### config.mk
export PLATFORM = sky130hd
export DESIGN_NAME = vga_sync_generator_flat
export DESIGN_NICKNAME = d
export VERILOG_FILES = /design/src/rtl/vga_sync_generator_if.sv /design/src/rtl/vga_sync_generator.sv /design/src/flat_wrapper.sv
export SDC_FILE = /design/constraint.sdc
export NUM_CORES = 1
export LEC_CHECK = 0
export ABC_AREA = 1
export ABC_CLOCK_PERIOD_IN_PS = 1700
export CAP_MARGIN = 40
export CORE_ASPECT_RATIO = 0.75
export CORE_UTILIZATION = 39
export CTS_CLUSTER_SIZE = 25
export DETAILED_ROUTE_END_ITERATION = 8
export PLACE_DENSITY_LB_ADDON = 0.08
export SKIP_CTS_REPAIR_TIMING = 1
export SYNTH_ARGS = -nofsm -noshare
export SYNTH_HDL_FRONTEND = slang
export SYNTH_SLANG_ARGS = --single-unit
### constraint.sdc
create_clock -name clk_25MHz -period 1.7 [get_ports clk_25MHz]
set_input_delay 0.34 -clock clk_25MHz [delete_from_list [all_inputs] [get_ports clk_25MHz]]
set_output_delay 0.34 -clock clk_25MHz [all_outputs]
set_load 0.02 [all_outputs]
### src/rtl/vga_sync_generator_if.sv
// Signal bundle between the horizontal pixel counter, the VGA sync generator
// and the renderer/game logic that consume the timing outputs.
interface vga_sync_generator_if;
    logic        v_enable;
    logic [15:0] h_count;
    logic [15:0] v_count;
    logic        hsync;
    logic        vsync;
    logic        video_on;
    logic [9:0]  pixel_x;
    logic [9:0]  pixel_y;
    logic        frame_start;
    logic [15:0] frame_count;

    // Upstream counter and downstream consumers view the bundle as master
    modport master (
        output v_enable, h_count,
        input  v_count, hsync, vsync, video_on, pixel_x, pixel_y,
               frame_start, frame_count
    );

    // The sync generator itself
    modport slave (
        input  v_enable, h_count,
        output v_count, hsync, vsync, video_on, pixel_x, pixel_y,
               frame_start, frame_count
    );
endinterface

### src/rtl/vga_sync_generator.sv
// VGA sync generator: keeps the vertical line counter, decodes registered
// hsync/vsync/video_on, visible pixel coordinates, a frame-start strobe and a
// frame counter from the free-running h_count and the v_enable line pulse.
module vga_sync_generator #(
    parameter int H_VISIBLE = 640,
    parameter int H_FP      = 16,
    parameter int H_SYNC    = 96,
    parameter int H_BP      = 48,
    parameter int V_VISIBLE = 480,
    parameter int V_FP      = 10,
    parameter int V_SYNC    = 2,
    parameter int V_BP      = 33
) (
    input  logic                  clk_25MHz,
    input  logic                  rst_n,
    vga_sync_generator_if.slave   bus
);

    // Region bounds in 16-bit unsigned arithmetic, all derived from the timing parameters
    localparam logic [15:0] H_VIS        = 16'(H_VISIBLE);
    localparam logic [15:0] H_TOTAL      = 16'(H_VISIBLE + H_FP + H_SYNC + H_BP);
    localparam logic [15:0] H_SYNC_START = 16'(H_VISIBLE + H_FP);
    localparam logic [15:0] H_SYNC_END   = 16'(H_VISIBLE + H_FP + H_SYNC - 1);
    localparam logic [15:0] V_VIS        = 16'(V_VISIBLE);
    localparam logic [15:0] V_LAST       = 16'(V_VISIBLE + V_FP + V_SYNC + V_BP - 1);
    localparam logic [15:0] V_SYNC_START = 16'(V_VISIBLE + V_FP);
    localparam logic [15:0] V_SYNC_END   = 16'(V_VISIBLE + V_FP + V_SYNC - 1);

    logic [15:0] row_next;
    logic [15:0] row_eff;
    logic        h_in_range;
    logic        hsync_d;
    logic        vsync_d;
    logic        video_on_d;
    logic [9:0]  pixel_x_d;
    logic [9:0]  pixel_y_d;
    logic        frame_start_d;

    // Effective row: v_count lags one cycle at line start, so use its next value while v_enable is high
    always_comb begin
        // NOTE: every combinational output gets a default first so no path can infer a latch.
        row_next = (bus.v_count == V_LAST) ? 16'd0 : bus.v_count + 16'd1;
        row_eff  = bus.v_count;
        if (bus.v_enable) begin
            row_eff = row_next;
        end
    end

    // Decode the current (h_count, row_eff) position; out-of-range h_count reads as blanking
    always_comb begin
        h_in_range    = (bus.h_count < H_TOTAL);
        hsync_d       = 1'b1;
        vsync_d       = 1'b1;
        video_on_d    = 1'b0;
        pixel_x_d     = '0;
        pixel_y_d     = '0;
        frame_start_d = 1'b0;
        if (h_in_range && bus.h_count >= H_SYNC_START && bus.h_count <= H_SYNC_END) begin
            hsync_d = 1'b0;
        end
        if (row_eff >= V_SYNC_START && row_eff <= V_SYNC_END) begin
            vsync_d = 1'b0;
        end
        if (h_in_range && bus.h_count < H_VIS && row_eff < V_VIS) begin
            video_on_d = 1'b1;
            pixel_x_d  = bus.h_count[9:0];
            pixel_y_d  = row_eff[9:0];
        end
        if (h_in_range && bus.h_count == 16'd0 && row_eff == 16'd0) begin
            frame_start_d = 1'b1;
        end
    end

    // Line counter: advances on every v_enable pulse, wraps after the last line, holds otherwise
    always_ff @(posedge clk_25MHz or negedge rst_n) begin
        // NOTE: non-blocking assignments so every register samples pre-edge values.
        if (!rst_n) begin
            bus.v_count <= '0;
        end else if (bus.v_enable) begin
            bus.v_count <= row_next;
        end
    end

    // Output registers: one cycle behind the decoded position; frame_count follows frame_start by one edge
    always_ff @(posedge clk_25MHz or negedge rst_n) begin
        if (!rst_n) begin
            bus.hsync       <= 1'b1;
            bus.vsync       <= 1'b1;
            bus.video_on    <= 1'b0;
            bus.pixel_x     <= '0;
            bus.pixel_y     <= '0;
            bus.frame_start <= 1'b0;
            bus.frame_count <= '0;
        end else begin
            bus.hsync       <= hsync_d;
            bus.vsync       <= vsync_d;
            bus.video_on    <= video_on_d;
            bus.pixel_x     <= pixel_x_d;
            bus.pixel_y     <= pixel_y_d;
            bus.frame_start <= frame_start_d;
            bus.frame_count <= bus.frame_count + {15'd0, bus.frame_start};
        end
    end

endmodule

### src/flat_wrapper.sv
// flat-port wrapper written by rule: the top's interface ports become plain ports
module vga_sync_generator_flat 
#(
    parameter int H_VISIBLE = 640,
    parameter int H_FP      = 16,
    parameter int H_SYNC    = 96,
    parameter int H_BP      = 48,
    parameter int V_VISIBLE = 480,
    parameter int V_FP      = 10,
    parameter int V_SYNC    = 2,
    parameter int V_BP      = 33
)
  (clk_25MHz, rst_n, bus_v_enable, bus_h_count, bus_v_count, bus_hsync, bus_vsync, bus_video_on, bus_pixel_x, bus_pixel_y, bus_frame_start, bus_frame_count);
  vga_sync_generator_if bus_i ();
  input  logic clk_25MHz;
  input  logic rst_n;
  input wire logic [$bits(bus_i.v_enable)-1:0] bus_v_enable;
  input wire logic [$bits(bus_i.h_count)-1:0] bus_h_count;
  output wire logic [$bits(bus_i.v_count)-1:0] bus_v_count;
  output wire logic [$bits(bus_i.hsync)-1:0] bus_hsync;
  output wire logic [$bits(bus_i.vsync)-1:0] bus_vsync;
  output wire logic [$bits(bus_i.video_on)-1:0] bus_video_on;
  output wire logic [$bits(bus_i.pixel_x)-1:0] bus_pixel_x;
  output wire logic [$bits(bus_i.pixel_y)-1:0] bus_pixel_y;
  output wire logic [$bits(bus_i.frame_start)-1:0] bus_frame_start;
  output wire logic [$bits(bus_i.frame_count)-1:0] bus_frame_count;
  assign bus_i.v_enable = bus_v_enable;
  assign bus_i.h_count = bus_h_count;
  assign bus_v_count = bus_i.v_count;
  assign bus_hsync = bus_i.hsync;
  assign bus_vsync = bus_i.vsync;
  assign bus_video_on = bus_i.video_on;
  assign bus_pixel_x = bus_i.pixel_x;
  assign bus_pixel_y = bus_i.pixel_y;
  assign bus_frame_start = bus_i.frame_start;
  assign bus_frame_count = bus_i.frame_count;
  vga_sync_generator #(.H_VISIBLE(H_VISIBLE), .H_FP(H_FP), .H_SYNC(H_SYNC), .H_BP(H_BP), .V_VISIBLE(V_VISIBLE), .V_FP(V_FP), .V_SYNC(V_SYNC), .V_BP(V_BP)) u_core (.clk_25MHz(clk_25MHz), .rst_n(rst_n), .bus(bus_i));
endmodule
==> results.yml <==
worst_setup_path:
  required_ns: 1.93
  r2r-start: "u_core.bus.v_count[0]$_DFF_PN0_"
  cp-startpoint: "u_core.bus.v_count[0]$_DFF_PN0_"
  cp-end-kind: "flop"
  start_kind: "flop"
  critical_path_class: "flop to flop"
  crit_arrival_ns: 2.06
  path_max_fanout: 7
detailed_routing:
  drt_wl_total_mm: 6.90
  ant_nets: 0
  drtIter0Drc: 105
  via_per_inst: 4.42
  drc: 0
  route.vias.total: 2433
  drt_pass1_iterations: 4
  wl_per_cell_um: 12.5
sta:
  clock.fmax_mhz: 546
  tns_ns: -2.17
  period_needed_ns: 1.83
  period_share_pct: 108
  skew_ns: 0.0106
  setup_viol: 22
  layout_setup_ws_ns: -0.131
  rsz0062_at_grt: "yes"
  drv_slew: 0
  hold_viol: 0
clocking:
  cts_tree: "yes"
  cts-root-buf: "clkbuf_8"
  numCtsBuffers: 5
  cts.sinks: 56
  h-tree-depth: 2
  clock_path_buffers: 2
  path_clk_slew_ns: 0.10
  clkLatencyLatePin_ns: 0.31
final_layout:
  stdcell_count: 550
  antenna_cells: 0
  area_growth_pct: 66.9
  fillers: 566
  utilization_pct: 68.3
  final_nets: 474
  drive_gt1_share_pct: 36.7
  postLayoutCellArea_um2: 4710
synthesis:
  synthCells: 309
  ys_ff_latch: 56
  synth_top_area_cell: "dfrtp_1"
  ys.warnings.count: 0
  syn_area_um2: 2820
  synth_top_area_share_pct: 47.9
  ys_seq_area_share_pct: 49.8
  synthArstFlopShare_pct: 100
  synth_nets: 332
  synth_most_common_cell: "nand2_1"
  yosys_most_used_dff: "dfrtp_1"
  netlist_top_cells_count: "58 x nand2_1, 54 x dfrtp_1, 48 x inv_1"
  synthDistinctLibCells: 28
  ys_top_cells_by_area: "dfrtp_1 48%, nand2_1 7.7%, nor3_2 6.7%"
  synth_edf_count: 0
  syn_area_per_cell_um2: 9.13
placement:
  place_congestion: 0.873
  placed_area_um2: 4110
  dp.cells: 532
  dp_hpwl_mm: 5.09
  port_buffers: 74
pwr:
  vdd_drop_max_mv: 0.573
  p_int_mw: 3.03
  swShare_pct: 38.8
  power_switching_mw: 1.92
  powerDensity_nw_per_um2: 1050
  total_leakage_power_nw: 2.55
  p_clk_share_pct: 15.4
  p_comb_share_pct: 50.5
  seq_power_share_pct: 34.0
floorplan:
  fp.dieArea_um2: 7580
  ios: 75
  die_w_um: 100
  die_height_um: 75.6
  design.core.area_um2: 6900
  rows: 26
  start_util_pct: 40.9
grt:
  antenna_found_initial: 0
  grt_use_total_pct: 17.8
  grt_overflow: 0
  grt_max_degree: 23
  grt_first_pass_wirelength_mm: 10.3
  grt_pass1_vias: 2205
min_path:
  hp-class: "input port to asynchronous set/reset pin"
run_status:
  failed_checks: "setup timing"
  status: "finished with violations"
job:
  max_cap_violations: 0
==> cells by family (layout without fill, tap and decap cells) <==
family	count (synthesis)	after routing	share of synthesized area, %
and+or+nand+nor	169	169	33.2
DFF	56	56	49.8
buffers and inverters	54	197	8.30
xor gates and xnor gates	17	17	5.28
AOI/OAI and AO/OA	8	8	1.55
adders and majority gates	4	4	1.77
other	1	1	0.133
==> per-stage QoR <==
| stage | worst slack, ns | power, mW | hold slack (ns) |
|---|---|---|---|
| final | -0.131 | 4.95 | 0.494 |
| after global routing | -0.261 | 5.29 | 0.526 |
| after CTS | -0.195 | 4.62 | -0.0504 |
| after detailed placement | -0.497 | 3.83 | 0.294 |
| after global placement | -0.438 | 3.82 | 0.294 |
| after floorplan | -0.000635 | 2.61 | 0.0444 |
==> power groups by stage <==
stage	logic (mW)	registers, mW	clock network [mW]
final	2.50	1.69	0.764
after global placement	2.13	1.69	0
after floorplan	0.756	1.85	0
after global routing	2.73	1.70	0.857
after detailed placement	2.15	1.69	0
after CTS	2.15	1.67	0.804
==> placed cells by master, fill, tap and decap left out, types with 2 or more instances in the layout <==
master / netlist / routed
dfrtp_2: 0 / 7
dfstp_2: 2 / 2
ha_4: 0 / 4
dfrtp_1: 54 / 47
inv_2: 0 / 4
nand2_2: 7 / 13
buf_12: 0 / 4
buf_6: 4 / 7
nor3_2: 19 / 10
or2_2: 2 / 2
nor3_4: 0 / 11
nor3_1: 5 / 3
nand4_1: 10 / 10
a21oi_1: 5 / 4
xor2_1: 10 / 10
xnor2_1: 7 / 7
clkbuf_8: 0 / 6
clkdlybuf4s50_1: 0 / 43
buf_4: 0 / 52
nand3_2: 1 / 5
nand3_1: 22 / 16
nand2_1: 58 / 46
nor2_4: 5 / 11
nor2_1: 28 / 19
nor2_2: 7 / 10
dlymetal6s2s_1: 0 / 30
nand3_4: 1 / 3
clkbuf_16: 0 / 2
nand2_4: 3 / 9
inv_1: 48 / 45
==> worst paths after layout <==
check	endpoint	slack, ns	cells after the start
max in group asynchronous	u_core.bus.hsync$_DFF_PN1_	0.66	3
min reg2reg	u_core.bus.frame_count[15]$_DFF_PN0_	0.49	1
max reg2reg	u_core.bus.pixel_y[6]$_DFF_PN0_	-0.13	13
min	u_core.bus.pixel_y[9]$_DFF_PN0_	0.49	2
max	u_core.bus.pixel_y[6]$_DFF_PN0_	-0.13	13
min in group clk_25MHz	u_core.bus.frame_count[15]$_DFF_PN0_	0.49	1
==> flip-flops by register name (all words and copies together) (netlist names) <==
signal and cells:
u_core.bus.pixel_x 10, u_core.bus.v_count 16, u_core.bus.hsync 1, u_core.bus.frame_count 16
u_core.bus.vsync 1, u_core.bus.pixel_y 10, u_core.bus.frame_start 1, u_core.bus.video_on 1
==> worst max-delay path, stage by stage (launching register included) <==
cell	delay (ns)
dfrtp_2	0.47
inv_2	0.09
ha_4	0.13
inv_2	0.04
nor2_4	0.08
nand2_2	0.06
nor2_4	0.10
nand2_4	0.13
nand3_4	0.10
nor2_2	0.05
nand2_2	0.09
nand2_4	0.08
clkbuf_16	0.19
nor3_2	0.15
==> metal layers <==
| layer | GRT usage (%) | routed length, µm |
|---|---|---|
| met2 | 27.5 | 3030 |
| met3 | 3.58 | 350 |
| met1 | 25.8 | 3480 |
| met5 | 0 | 0 |
| met4 | 4.35 | 35 |
==> cell type report <==
class	instances	area, µm²	area share, %
inverter	49	184	3.91
multi-input combinational	199	1470	31.3
timing repair buffer	140	1420	30.2
clock buffer	6	82.6	1.75
clock inverter	2	13.8	0.292
sequential	56	1410	30.0
tap	98	123	2.60
No activity file was read; power rests on OpenSTA's default activity.
